===== config.mk =====
export PLATFORM = sky130hd
export DESIGN_NAME = bsg_fifo_1r1w_small
export DESIGN_NICKNAME = d
export VERILOG_FILES = /design/src/rtl/bsg_fifo_1r1w_small.sv
export SDC_FILE = /design/constraint.sdc
export NUM_CORES = 1
export LEC_CHECK = 0
export ABC_CLOCK_PERIOD_IN_PS = 2600
export BUFFER_PORTS_ARGS = -buffer_cell sky130_fd_sc_hd__buf_2
export CAP_MARGIN = 0
export CORE_ASPECT_RATIO = 1.4
export CORE_MARGIN = 3
export CORE_UTILIZATION = 45
export DETAILED_ROUTE_END_ITERATION = 10
export PLACE_DENSITY = 0.64
export SLEW_MARGIN = 10
export SYNTH_ARGS = -nofsm -noshare
export SYNTH_HDL_FRONTEND = slang
export SYNTH_SLANG_ARGS = --single-unit

===== constraint.sdc =====
create_clock -name clk_i -period 2.6 [get_ports clk_i]
set_clock_uncertainty 0.1 [all_clocks]
set_input_delay 0.65 -clock clk_i [delete_from_list [all_inputs] [get_ports clk_i]]
set_output_delay 0.65 -clock clk_i [all_outputs]
set_load 0.01 [all_outputs]

===== src/rtl/bsg_fifo_1r1w_small.sv =====
// Small circular-buffer FIFO with valid/ready on the write side and
// valid/yumi on the read side; the occupancy counter spans 0..els_p inclusive.
module bsg_fifo_1r1w_small #(
   parameter int width_p = 8,
   parameter int els_p   = 8
) (
   input  logic               clk_i,
   input  logic               reset_n_i,
   input  logic               v_i,
   output logic               ready_o,
   input  logic [width_p-1:0] data_i,
   output logic               v_o,
   output logic [width_p-1:0] data_o,
   input  logic               yumi_i
);

   localparam int ptr_w_lp = (els_p > 1) ? $clog2(els_p) : 1;
   localparam int cnt_w_lp = $clog2(els_p + 1);

   logic [width_p-1:0]  mem_r [els_p];
   logic [ptr_w_lp-1:0] wptr_r, rptr_r;
   logic [cnt_w_lp-1:0] count_r;
   logic                enq, deq;

   // Write side: data_i is taken on a cycle where v_i & ready_o; read side pops on yumi_i & v_o.
   assign ready_o = (count_r != cnt_w_lp'(els_p));
   assign v_o     = (count_r != '0);
   assign data_o  = mem_r[rptr_r];
   assign enq     = v_i & ready_o;
   assign deq     = yumi_i & v_o;

   always_ff @(posedge clk_i or negedge reset_n_i) begin
      if (!reset_n_i) begin
         wptr_r  <= '0;
         rptr_r  <= '0;
         count_r <= '0;
      end else begin
         if (enq)
            wptr_r <= (wptr_r == ptr_w_lp'(els_p - 1)) ? '0 : wptr_r + 1'b1;
         if (deq)
            rptr_r <= (rptr_r == ptr_w_lp'(els_p - 1)) ? '0 : rptr_r + 1'b1;
         case ({enq, deq})
            2'b10:   count_r <= count_r + 1'b1;
            2'b01:   count_r <= count_r - 1'b1;
            default: count_r <= count_r;
         endcase
      end
   end

   always_ff @(posedge clk_i) begin
      if (enq)
         mem_r[wptr_r] <= data_i;
   end

endmodule


==> flow_summary.rst, run 1 <==
.. list-table::
   :header-rows: 1

   * - Metric
     - Value
   * - Final hold violation count
     - 0
   * - Pin count of the biggest net entering global routing
     - 18
   * - Aggregate global routing overflow
     - 0
   * - Post-synthesis async set-or-reset flop share
     - 13.5%
   * - Top Ports
     - 22
   * - Tightest Hold Check Type
     - in2async
   * - Outcome
     - finished, violations left
   * - Cell family with most CP delay
     - multiplexers
   * - Fmax
     - between 0.3 and 0.4 GHz
   * - Number of design-rule violations left by the first detailed-router iteration
     - a little under 80
   * - Die outline width
     - slightly below 80 µm
   * - R2R Path Start
     - count_r[0]
   * - Share of final-layout standard cells stronger than drive strength 1
     - a little under half
   * - Startpoint type of the worst setup path
     - register
   * - Violations in the final reports
     - setup timing
   * - Area delta synth->final
     - 22.7%
   * - Met3 routing resource usage after global routing
     - around 5%
   * - Mapped cell area
     - roughly 3200 µm²
   * - Sum of negative setup slack
     - -0.548 ns
   * - Final min period
     - approximately 2.7 ns
   * - Crit-path most repeated cell
     - buf_12
   * - RSZ-0062 raised after global routing
     - true
   * - Max Fanout on Critical Path
     - 5
   * - Data required time of the critical path
     - between 1.5 and 2 ns
   * - Worst Path Arrival
     - ~1.9 ns
   * - Clk buf depth
     - 2
   * - Antenna violations before repair
     - 0
   * - Register clock-pin slew on the reported worst setup and hold paths
     - about 0.080 ns
   * - Worst setup slack after layout
     - -0.0897 ns
   * - Most common cell after layout, fill and taps aside
     - edfxtp_1
   * - Max-Cap Viols
     - 0
   * - Setup slack at placement
     - -0.0558 ns
   * - Crit share post-route
     - 103%
   * - Dominant synthesized flop cell
     - edfxtp_1
   * - Number of H-tree levels
     - 3
   * - Critical path endpoint category
     - output port
   * - Wire length of the first global-routing pass
     - just under 10000 µm
   * - #FFs+latches synth
     - 74
   * - Overall track demand over capacity in global routing
     - 16.6%
   * - Number of iterations in the first detailed-routing pass
     - 4
   * - Placeable core region
     - 6700 µm²
   * - Final net count
     - 226
   * - Height of the die
     - roughly 110 µm
   * - Total count of max-transition violations in the final report
     - 0
   * - Post-route core utilization
     - 57.8%
   * - Number of vias in the routed layout
     - 1624
   * - Final estimated routing congestion in global placement
     - a little under 0.9
   * - Cell breakdown of the critical path
     - buf_12 > buf_12 > mux4_2 > mux2_4 > buf_6
   * - Library cell used as clock root buffer
     - clkbuf_8
   * - Number of failing setup endpoints in the final timing report
     - 7
   * - Transition time of the tightest slew-check pin
     - ~0.84 ns
   * - Count of cell types in the netlist
     - 33
   * - Leading cell types in the layout, fill and taps excluded
     - edfxtp_1, buf_4, mux4_2
   * - Number of cell instances on the worst register-to-register path
     - 9
   * - Power Density
     - ~1200 nW/µm²
   * - Number of warnings issued by yosys
     - 0
   * - Count of flip-flops with a built-in enable after synthesis
     - 64
   * - Final-layout worst hold slack
     - ~0.056 ns
   * - Clock latency on the worst-skew pair
     - around 0.34 ns
   * - Mapped Avg Cell Area
     - about 20 µm²
   * - Synthesized instance count
     - approximately 160
   * - Cell at the slowest stage of the critical path
     - mux4_2
   * - P_leak
     - roughly 1.4 nW
   * - GR met2 Demand/Resource
     - roughly 29%
   * - Post-synth net total
     - approximately 180
   * - Slowest Stage Delay on Critical Path
     - ~0.49 ns
   * - Sequential area share after synthesis
     - between 60% and 70%
   * - Worst slew slack as a fraction of its limit
     - a little over two fifths
   * - Number of global-route vias before repair
     - about 1800
   * - Post-route DRC
     - 0
   * - Top Usage Layer GRT
     - met2
   * - Final HPWL DP
     - around 3800 µm
   * - Count of fill cells added during filler insertion
     - about 520
   * - Number of buffers created by CTS
     - 9
   * - CP bufs+invs
     - 3
   * - Die area
     - just over 8000 µm²
   * - Effective utilization at floorplan
     - ~47%
   * - Routed vias/inst
     - 5.36
   * - Mean routed wirelength per cell
     - 20.3 µm
   * - Cts-stage hold buffer count
     - 0
   * - Clock Sink Count
     - 74
   * - CTS tree
     - yes
   * - Peak VDD IR
     - slightly above 0.6 mV
   * - Path length in cells of the critical path
     - 5
   * - Number of diodes added for antenna fixing
     - 0
   * - Met1 Use GR
     - 18.9%
   * - Antenna Violating Nets Remaining
     - 0
   * - Launch point of the worst path
     - rptr_r[0]
   * - Number of port buffers
     - 21
   * - Detailed Route WL
     - a little over 6000 µm
   * - Number of core rows
     - 35
   * - Classification of the worst setup path
     - reg2out
[layer usage]
metal  up-vias  part of all wire (%)
li1        733                     -
met3         8                   5.2
met5         -                     0
met4         0                   1.3
met2        42                    55
met1       841                    38
[timing repair]
item / 4_1_cts / 5_1_grt
pin swaps: 0 / 1
setup endpoints to repair: 9 / 9
resized for setup: 24 / 1
setup buffers: 4 / 2
cloned: 3 / 0
[metrics by stage]
stage                     cells  cell area [µm²]  power (W)
after floorplan             158             3190    0.00276
after detailed placement    279             3480    0.00322
after CTS                   302             3890    0.00472
after global placement      279             3480    0.00312
after global routing        303             3870    0.00489
final                       303             3870    0.00464
[kinds of logic (layout without fill, tap and decap cells)]
logic type | Yosys count | in the layout | share of synthesized area [%]
flops | 74 | 74 | 68.8
xor+xnor | 2 | 2 | 0.555
mux | 32 | 32 | 19.0
simple gates | 25 | 25 | 4.83
fa+ha+maj | 8 | 8 | 3.41
buf+inv | 11 | 64 | 2.14
compound gates | 6 | 6 | 1.35
[registers in the layout, indices dropped and copies added, names as in the netlist]
signal,cells
count_r,4
mem_r,64
rptr_r,3
wptr_r,3
[path summary, 6_finish.rpt]
path                                    end  slack [ns]
max in group asynchronous         rptr_r[0]        2.13
worst min-delay path             count_r[0]        0.06
worst max-delay path              data_o[3]       -0.09
worst min register to register   count_r[2]        0.53
min in group clk_i              mem_r[0][0]        0.48
worst max register to register   count_r[3]        0.08
[power by group]
| part | switching [W] | internal [W] | total, W |
|---|---|---|---|
| registers | 0.000237 | 0.00153 | 0.00177 |
| clock network | 0.000412 | 0.000637 | 0.00105 |
| logic | 0.000712 | 0.00111 | 0.00182 |
[cell usage after synthesis (2+ instances only)]
library cell | number | area, µm²
buf_2 | 2 | 10.0
nand3_1 | 3 | 15.0
edfxtp_1 | 64 | 1920
nor3b_1 | 3 | 22.5
nor3_1 | 4 | 20.0
mux2_2 | 7 | 78.8
nand2b_1 | 2 | 12.5
nor2_1 | 5 | 18.8
mux4_2 | 8 | 180
inv_1 | 5 | 18.8
dfrtp_1 | 10 | 250
mux2_4 | 8 | 120
mux4_1 | 8 | 210
nand2_1 | 3 | 11.3
a21oi_1 | 2 | 10.0
ha_1 | 7 | 87.6
[area by class of cell]
cell class | count | area (µm²) | area share [%]
clock buffers | 9 | 124 | 3.20
clock inverters | 7 | 116 | 3.00
inverters | 5 | 18.8 | 0.484
multi-input cells | 73 | 950 | 24.5
flip-flops and latches | 74 | 2170 | 56.1
well taps | 92 | 115 | 2.97
repair buffers | 43 | 377 | 9.72
(Power assumes the default switching activity.)
==> run 2: changes to the inputs <==
--- a/config.mk
+++ b/config.mk
@@ -6,13 +6,15 @@
 export NUM_CORES = 1
 export LEC_CHECK = 0
 export ABC_CLOCK_PERIOD_IN_PS = 2600
-export BUFFER_PORTS_ARGS = -buffer_cell sky130_fd_sc_hd__buf_2
 export CAP_MARGIN = 0
+export CELL_PAD_IN_SITES_DETAIL_PLACEMENT = 1
+export CELL_PAD_IN_SITES_GLOBAL_PLACEMENT = 2
 export CORE_ASPECT_RATIO = 1.4
 export CORE_MARGIN = 3
-export CORE_UTILIZATION = 45
+export CORE_UTILIZATION = 44
 export DETAILED_ROUTE_END_ITERATION = 10
-export PLACE_DENSITY = 0.64
+export DONT_BUFFER_PORTS = 1
+export PLACE_DENSITY = 0.74
 export SLEW_MARGIN = 10
 export SYNTH_ARGS = -nofsm -noshare
 export SYNTH_HDL_FRONTEND = slang
==> run 2 against run 1 <==
The flow now finishes without violations. Maximum frequency is 5.4% higher. Via count is 2.0% lower. Combinational power fell by 20%. Critical path depth fell by 2. Sequential cell count stayed put. First-iteration DRC count increased by 120%. Clock power is essentially flat. Total power is 8.3% lower. Sequential share of layout area up 2.6 points. Cell count fell by 6.6%. Count of clock-buffer cells in the layout grew 1. Worst setup slack better by 0.14 ns. Critical endpoint is now data_o[0].
==> flow_summary.rst, run 2 (synthesis results as in run 1) <==
.. list-table::
   :header-rows: 1

   * - Metric
     - Value
   * - RSZ-0062 raised after global routing
     - false
   * - Detailed Route WL
     - 6280 µm (+1.8%)
   * - Cell at the slowest stage of the critical path
     - mux4_1
   * - Die outline width
     - 77.6 µm (+1.0%)
   * - Number of failing setup endpoints in the final timing report
     - 0 (-7)
   * - Number of vias in the routed layout
     - 1591 (-2.0%)
   * - Top Ports
     - 22 (unchanged)
   * - Area delta synth->final
     - 17.2%
   * - Total count of max-transition violations in the final report
     - 0 (unchanged)
   * - Number of diodes added for antenna fixing
     - 0 (unchanged)
   * - Slowest Stage Delay on Critical Path
     - 0.57 ns (+0.08 ns)
   * - Reg with most FFs
     - mem_r
   * - Final HPWL DP
     - 3800 µm (+1.2%)
   * - Aggregate global routing overflow
     - 0 (unchanged)
   * - Final estimated routing congestion in global placement
     - 0.846 (-3.2%)
   * - Leading cell types in the layout, fill and taps excluded
     - edfxtp_1, buf_4, mux4_2
   * - Number of buffers created by CTS
     - 9 (unchanged)
   * - Final min period
     - 2.55 ns (-0.138 ns)
   * - Library cell used as clock root buffer
     - clkbuf_8
   * - Crit share post-route
     - 98.1% (-5.3 points)
   * - Wire length of the first global-routing pass
     - 9360 µm (-3.4%)
   * - Clock latency on the worst-skew pair
     - 0.33 ns (about the same)
   * - Number of cell instances on the worst register-to-register path
     - 9 (unchanged)
   * - Pin count of the biggest net entering global routing
     - 20 (+2)
   * - Data required time of the critical path
     - 1.85 ns (about the same)
   * - Antenna violations before repair
     - 0 (unchanged)
   * - Clk buf depth
     - 2 (unchanged)
   * - Share of final-layout standard cells stronger than drive strength 1
     - 38.2% (-9.6 points)
   * - Share of total power in combinational logic
     - 34.1% (-5.2 points)
   * - Sum of negative setup slack
     - 0 ns (+0.548 ns)
   * - Number of H-tree levels
     - 3 (unchanged)
   * - Max Fanout on Critical Path
     - 10 (+5)
   * - Worst slew slack as a fraction of its limit
     - 57.6% (+14 points)
   * - Placed instance area
     - 3380 µm² (-2.8%)
   * - Switching part of the total power
     - 29.5% (+0.21 points)
   * - Clock Sink Count
     - 74 (unchanged)
   * - Post-route DRC
     - 0 (unchanged)
   * - Outcome
     - complete, no violations
   * - Net switching power
     - 0.00126 W (-7.6%)
   * - Overall track demand over capacity in global routing
     - 15.6% (-0.94 points)
   * - Cell breakdown of the critical path
     - buf_12 > mux4_1 > mux2_4
   * - Sequential power share
     - 41.5% (+3.4 points)
   * - Placeable core region
     - 6790 µm² (+1.3%)
   * - Antenna Violating Nets Remaining
     - 0 (unchanged)
   * - Height of the die
     - 106 µm (+1.1%)
   * - Number of instances on the worst hold path
     - 0
   * - Number of port buffers
     - 0 (-100%)
   * - Effective utilization at floorplan
     - 46.5% (-0.61 points)
   * - Number of global-route vias before repair
     - 1698 (-5.8%)
   * - Count of fill cells added during filler insertion
     - 617 (+19%)
   * - Worst Path Arrival
     - 1.80 ns (-0.14 ns)
   * - Number of iterations in the first detailed-routing pass
     - 4 (unchanged)
   * - Die area
     - 8250 µm² (+2.1%)
   * - Fmax
     - 0.392 GHz (+5.4%)
   * - Number of core rows
     - 35 (unchanged)
   * - Classification of the worst setup path
     - reg2out
   * - Mean routed wirelength per cell
     - 22.2 µm (+9.0%)
   * - Max reg flops
     - 64 (unchanged)
   * - Clock group share of total power
     - 24.4% (+1.8 points)
   * - Max-Cap Viols
     - 0 (unchanged)
   * - Routed vias/inst
     - 5.62 (+4.9%)
   * - Number of design-rule violations left by the first detailed-router iteration
     - 174 (+120%)
   * - P_leak
     - 1.32 nW (-5.8%)
   * - CTS tree
     - yes
   * - Startpoint type of the worst setup path
     - register
   * - Final net count
     - 206 (-8.8%)
   * - Critical path endpoint category
     - output port
   * - Peak VDD IR
     - 0.627 mV (+0.87%)
   * - Post-route core utilization
     - 54.6% (-3.3 points)
   * - Top flop regs
     - mem_r: 64 flops, count_r: 4 flops
   * - Total internal power
     - 0.00300 W (-8.6%)
   * - Final std cell area, no fill
     - 3700 µm² (-4.4%)
   * - Most common cell after layout, fill and taps aside
     - edfxtp_1
   * - Power Density
     - 1150 nW/µm² (-4.1%)
   * - Final-layout worst hold slack
     - 0.299 ns (+0.243 ns)
   * - Tightest Hold Check Type
     - in2reg
   * - Transition time of the tightest slew-check pin
     - 0.635 ns (-0.203 ns)
   * - Final hold violation count
     - 0 (unchanged)
   * - Register clock-pin slew on the reported worst setup and hold paths
     - 0.08 ns (about the same)
==> run 2: cell count changes in the layout (fill, tap and decap cells not counted), sizes merged <==
cell | before | now
buf | 43 | 21
clkbuf | 9 | 11
dlygate4sd3 | 0 | 1
inv | 6 | 5
==> run 2: final timing paths <==
path / from / slack (ns) / endpoint
worst max-delay path: rptr_r[0] / 0.05 / data_o[0]
worst min-delay path: data_i[7] / 0.30 / mem_r[5][7]
worst max register to register: count_r[0] / 0.10 / count_r[3]
worst min register to register: count_r[0] / 0.42 / count_r[0]
max in group asynchronous: reset_n_i / 1.44 / count_r[0]
min in group asynchronous: reset_n_i / 0.60 / count_r[3]
==> run 2: through the flow <==
step,power (W),cells,setup WS (ns)
floorplan,0.00276,158,0.00763
global placement,0.00303,259,0.0562
detailed placement,0.00312,259,-0.0192
CTS,0.00419,278,0.0184
global route,0.00448,283,0.00793
finish,0.00426,283,0.0486
==> run 2: layout make-up <==
| class | count | area (µm²) | share of cell area, % |
|---|---|---|---|
| Tap cell | 92 | 115 | 3.11 |
| Multi-Input combinational cell | 73 | 956 | 25.8 |
| Sequential cell | 74 | 2180 | 58.8 |
| Clock buffer | 10 | 128 | 3.45 |
| Inverter | 5 | 18.8 | 0.507 |
| Timing Repair Buffer | 23 | 205 | 5.54 |
| Clock inverter | 6 | 105 | 2.84 |
==> run 2: what timing repair did <==
action,CTS,global route
gates cloned,0,1
pin swaps,0,5
gates resized for setup,2,6
endpoints found under the setup margin,9,3
endpoints found under the hold margin,10,0
buffers inserted,2,4
hold buffers,1,0
==> run 2: power groups by stage <==
stage / logic, W / clock network (W) / registers (W)
after floorplan: 0.00111 / 0 / 0.00165
after global placement: 0.00126 / 0 / 0.00176
after detailed placement: 0.00133 / 0 / 0.00179
after CTS: 0.00137 / 0.00105 / 0.00176
after global routing: 0.00157 / 0.00111 / 0.00180
final: 0.00145 / 0.00104 / 0.00177
==> run 2: layer usage <==
metal / track usage, % / wire length (µm)
met1: 17.6 / 2490
met5: 0 / 0
met4: 7.89 / 161
met2: 26.3 / 3320
met3: 5.17 / 303
==> run 2: worst max-delay path, delay by kind of cell, from the launching register on <==
family | cells | cell delay (ns)
buf+inv | 1 | 0.16
flops | 1 | 0.43
mux | 2 | 0.87
==> run 3: changes to the inputs <==
--- a/config.mk
+++ b/config.mk
@@ -5,16 +5,15 @@
 export SDC_FILE = /design/constraint.sdc
 export NUM_CORES = 1
 export LEC_CHECK = 0
-export ABC_CLOCK_PERIOD_IN_PS = 2600
+export ABC_CLOCK_PERIOD_IN_PS = 3160
 export CAP_MARGIN = 0
 export CELL_PAD_IN_SITES_DETAIL_PLACEMENT = 1
 export CELL_PAD_IN_SITES_GLOBAL_PLACEMENT = 2
 export CORE_ASPECT_RATIO = 1.4
-export CORE_MARGIN = 3
-export CORE_UTILIZATION = 44
+export CORE_UTILIZATION = 45
 export DETAILED_ROUTE_END_ITERATION = 10
 export DONT_BUFFER_PORTS = 1
-export PLACE_DENSITY = 0.74
+export PLACE_DENSITY = 0.72
 export SLEW_MARGIN = 10
 export SYNTH_ARGS = -nofsm -noshare
 export SYNTH_HDL_FRONTEND = slang
==> constraint.sdc (replaced) <==
create_clock -name clk_i -period 3.16 [get_ports clk_i]
set_clock_uncertainty 0.1 [all_clocks]
set_input_delay 0.79 -clock clk_i [delete_from_list [all_inputs] [get_ports clk_i]]
set_output_delay 0.79 -clock clk_i [all_outputs]
set_load 0.01 [all_outputs]
==> run 3 against run 2 <==
Worst setup slack improved by 0.13 ns. Die area fell by 11%. Sequential power decreased by 19%. Critical path type is now reg2reg. Worst hold slack got worse by 0.25 ns. Largest power group unchanged. Sequential cell count is the same. Wire length fell by 11%. Register-to-register slack gained 0.08 ns. First-iteration DRC count fell by 68%. Combinational power shrank 31%. Critical path depth rose by 4.
==> flow_summary.rst, run 3 (synthesis results as in run 1) <==
.. list-table::
   :header-rows: 1

   * - Metric
     - Value
   * - Fmax
     - 0.335 GHz
   * - Number of iterations in the first detailed-routing pass
     - 4 (unchanged)
   * - Net switching power
     - 0.000949 W (-24%)
   * - Clock Sink Count
     - 74 (unchanged)
   * - Number of diodes added for antenna fixing
     - 0 (unchanged)
   * - Number of buffers created by CTS
     - 9 (unchanged)
   * - Worst slew slack as a fraction of its limit
     - 50.1% (-7.5 points)
   * - Number of design-rule violations left by the first detailed-router iteration
     - 56 (-68%)
   * - Register clock-pin slew on the reported worst setup and hold paths
     - 0.07 ns (about the same)
   * - Critical path endpoint category
     - register
   * - Total internal power
     - 0.00208 W (-31%)
   * - Final std cell area, no fill
     - 3460 µm² (-6.7%)
   * - Max Fanout on Critical Path
     - 9 (-1)
   * - Leading cell types in the layout, fill and taps excluded
     - edfxtp_1, dfrtp_1, clkbuf_8, buf_4
   * - Number of global-route vias before repair
     - 1621 (-4.5%)
   * - Aggregate global routing overflow
     - 0 (unchanged)
   * - Cell at the slowest stage of the critical path
     - or4b_2
   * - Placeable core region
     - 6700 µm² (-1.3%)
   * - Number of cell instances on the worst register-to-register path
     - 7 (-2)
   * - Clock group share of total power
     - 19.8% (-4.6 points)
   * - Pin count of the biggest net entering global routing
     - 20 (unchanged)
   * - Reg2reg setup slack
     - 0.18 ns (+0.08 ns)
   * - Number of core rows
     - 35 (unchanged)
   * - Cts-stage hold buffer count
     - 0 (-1)
   * - Antenna Violating Nets Remaining
     - 0 (unchanged)
   * - Antenna violations before repair
     - 0 (unchanged)
   * - Post-CTS Setup Bufs
     - 0 (-2)
   * - Detailed Route WL
     - 5580 µm (-11%)
   * - Count of cells resized by post-cts repair
     - 0 (-2)
   * - Sum of negative setup slack
     - 0 ns (unchanged)
   * - Path length in cells of the critical path
     - 7 (+4)
   * - Crit-path most repeated cell
     - ha_1
   * - Data required time of the critical path
     - 3.27 ns (+1.42 ns)
   * - Number of H-tree levels
     - 3 (unchanged)
   * - Final estimated routing congestion in global placement
     - 0.718 (-15%)
   * - Routed vias/inst
     - 5.48 (-2.5%)
   * - Library cell used as clock root buffer
     - clkbuf_8
   * - Cell breakdown of the critical path
     - or4b_4 > nand2_4 > ha_1 > ha_1 > or4b_2 > o311ai_0 > o211ai_1
   * - Sequential power share
     - 47.4% (+5.9 points)
   * - Post-route DRC
     - 0 (unchanged)
   * - Overall track demand over capacity in global routing
     - 17.6% (+2.0 points)
   * - CTS tree
     - yes
   * - Area delta synth->final
     - 9.43%
   * - Startpoint type of the worst setup path
     - register
   * - Post-route core utilization
     - 51.6% (-3.0 points)
   * - Classification of the worst setup path
     - reg2reg
   * - Share of final-layout standard cells stronger than drive strength 1
     - 28.8% (-9.4 points)
   * - Die area
     - 7360 µm² (-11%)
   * - Clock latency on the worst-skew pair
     - 0.33 ns (about the same)
   * - Max reg flops
     - 64 (unchanged)
   * - Mean routed wirelength per cell
     - 20.7 µm (-6.5%)
   * - Total count of max-transition violations in the final report
     - 0 (unchanged)
   * - Peak VDD IR
     - 0.438 mV (-30%)
   * - CP bufs+invs
     - 0 (-1)
   * - P_leak
     - 1.20 nW (-8.5%)
   * - Top Ports
     - 22 (unchanged)
   * - Slowest Stage Delay on Critical Path
     - 0.64 ns (+0.07 ns)
   * - Placed instance area
     - 3290 µm² (-2.7%)
   * - Switching part of the total power
     - 31.3% (+1.8 points)
   * - Most common cell after layout, fill and taps aside
     - edfxtp_1
   * - Height of the die
     - 101 µm (-4.8%)
   * - Final HPWL DP
     - 3730 µm (-1.6%)
   * - Transition time of the tightest slew-check pin
     - 0.748 ns (+0.113 ns)
   * - Max-Cap Viols
     - 0 (unchanged)
   * - Final min period
     - roughly 3.0 ns
   * - Wire length of the first global-routing pass
     - 8790 µm (-6.0%)
   * - Tightest Hold Check Type
     - in2async
   * - RSZ-0062 raised after global routing
     - false
   * - Cell family with most CP delay
     - simple AND/OR/NAND/NOR gates
   * - Die outline width
     - 72.8 µm (-6.2%)
   * - Number of vias in the routed layout
     - 1474 (-7.4%)
   * - Crit share post-route
     - 94.4%
   * - Final hold violation count
     - 0 (unchanged)
   * - Worst Path Arrival
     - 3.09 ns (+1.29 ns)
   * - Outcome
     - complete, no violations
   * - Share of total power in combinational logic
     - 32.8% (-1.3 points)
   * - Number of port buffers
     - 0 (unchanged)
   * - Top flop regs
     - mem_r: 64 flops, count_r: 4 flops
   * - Final net count
     - 192 (-6.8%)
   * - Reg with most FFs
     - mem_r
   * - Power Density
     - 877 nW/µm² (-24%)
   * - Effective utilization at floorplan
     - 47.2% (+0.61 points)
   * - Clk buf depth
     - 2 (unchanged)
   * - Number of failing setup endpoints in the final timing report
     - 0 (unchanged)
## run 3: path summary, 6_finish.rpt
kind | start | to
max | count_r[0] | count_r[3]
min | reset_n_i | count_r[0]
max reg2reg | count_r[0] | count_r[3]
min reg2reg | count_r[2] | count_r[2]
max in group asynchronous | reset_n_i | wptr_r[0]
min in group clk_i | data_i[6] | mem_r[0][6]
## run 3: per-layer routing
metal | vias to the layer above | share of wire, % | GRT usage, %
met3 | 5 | 4.3 | 5.77
met1 | 762 | 40 | 20.3
met2 | 35 | 55 | 30.1
met5 | - | 0 | 0
li1 | 672 | - | -
met4 | 0 | 1.0 | 7.24
## run 3: per-stage QoR
stage | setup WS (ns) | power [W] | hold slack [ns] | std cells
2_1_floorplan | 0.342 | 0.00225 | 0.394 | 158
3_3_place_gp | 0.212 | 0.00241 | 0.395 | 253
3_5_place_dp | 0.139 | 0.00248 | 0.395 | 253
4_1_cts | 0.113 | 0.00309 | 0.0204 | 269
5_1_grt | 0.00622 | 0.00321 | 0.00749 | 269
6_report | 0.177 | 0.00303 | 0.0443 | 269
## run 3: cell type report
cell class / instances / area, µm²
inverters: 5 / 18.8
clock buffers: 10 / 128
fillers: 607 / 3240
multi-input cells: 73 / 922
well taps: 92 / 115
repair buffers: 9 / 67.6
clock inverters: 6 / 33.8
flip-flops and latches: 74 / 2170
## run 3: power by group through the flow
stage	Sequential [W]	Clock (W)	Combinational, W
final	0.00144	0.000601	0.000994
after floorplan	0.00136	0	0.000896
after global routing	0.00147	0.000653	0.00109
after detailed placement	0.00147	0	0.00101
after CTS	0.00145	0.000623	0.00102
after global placement	0.00144	0	0.000968
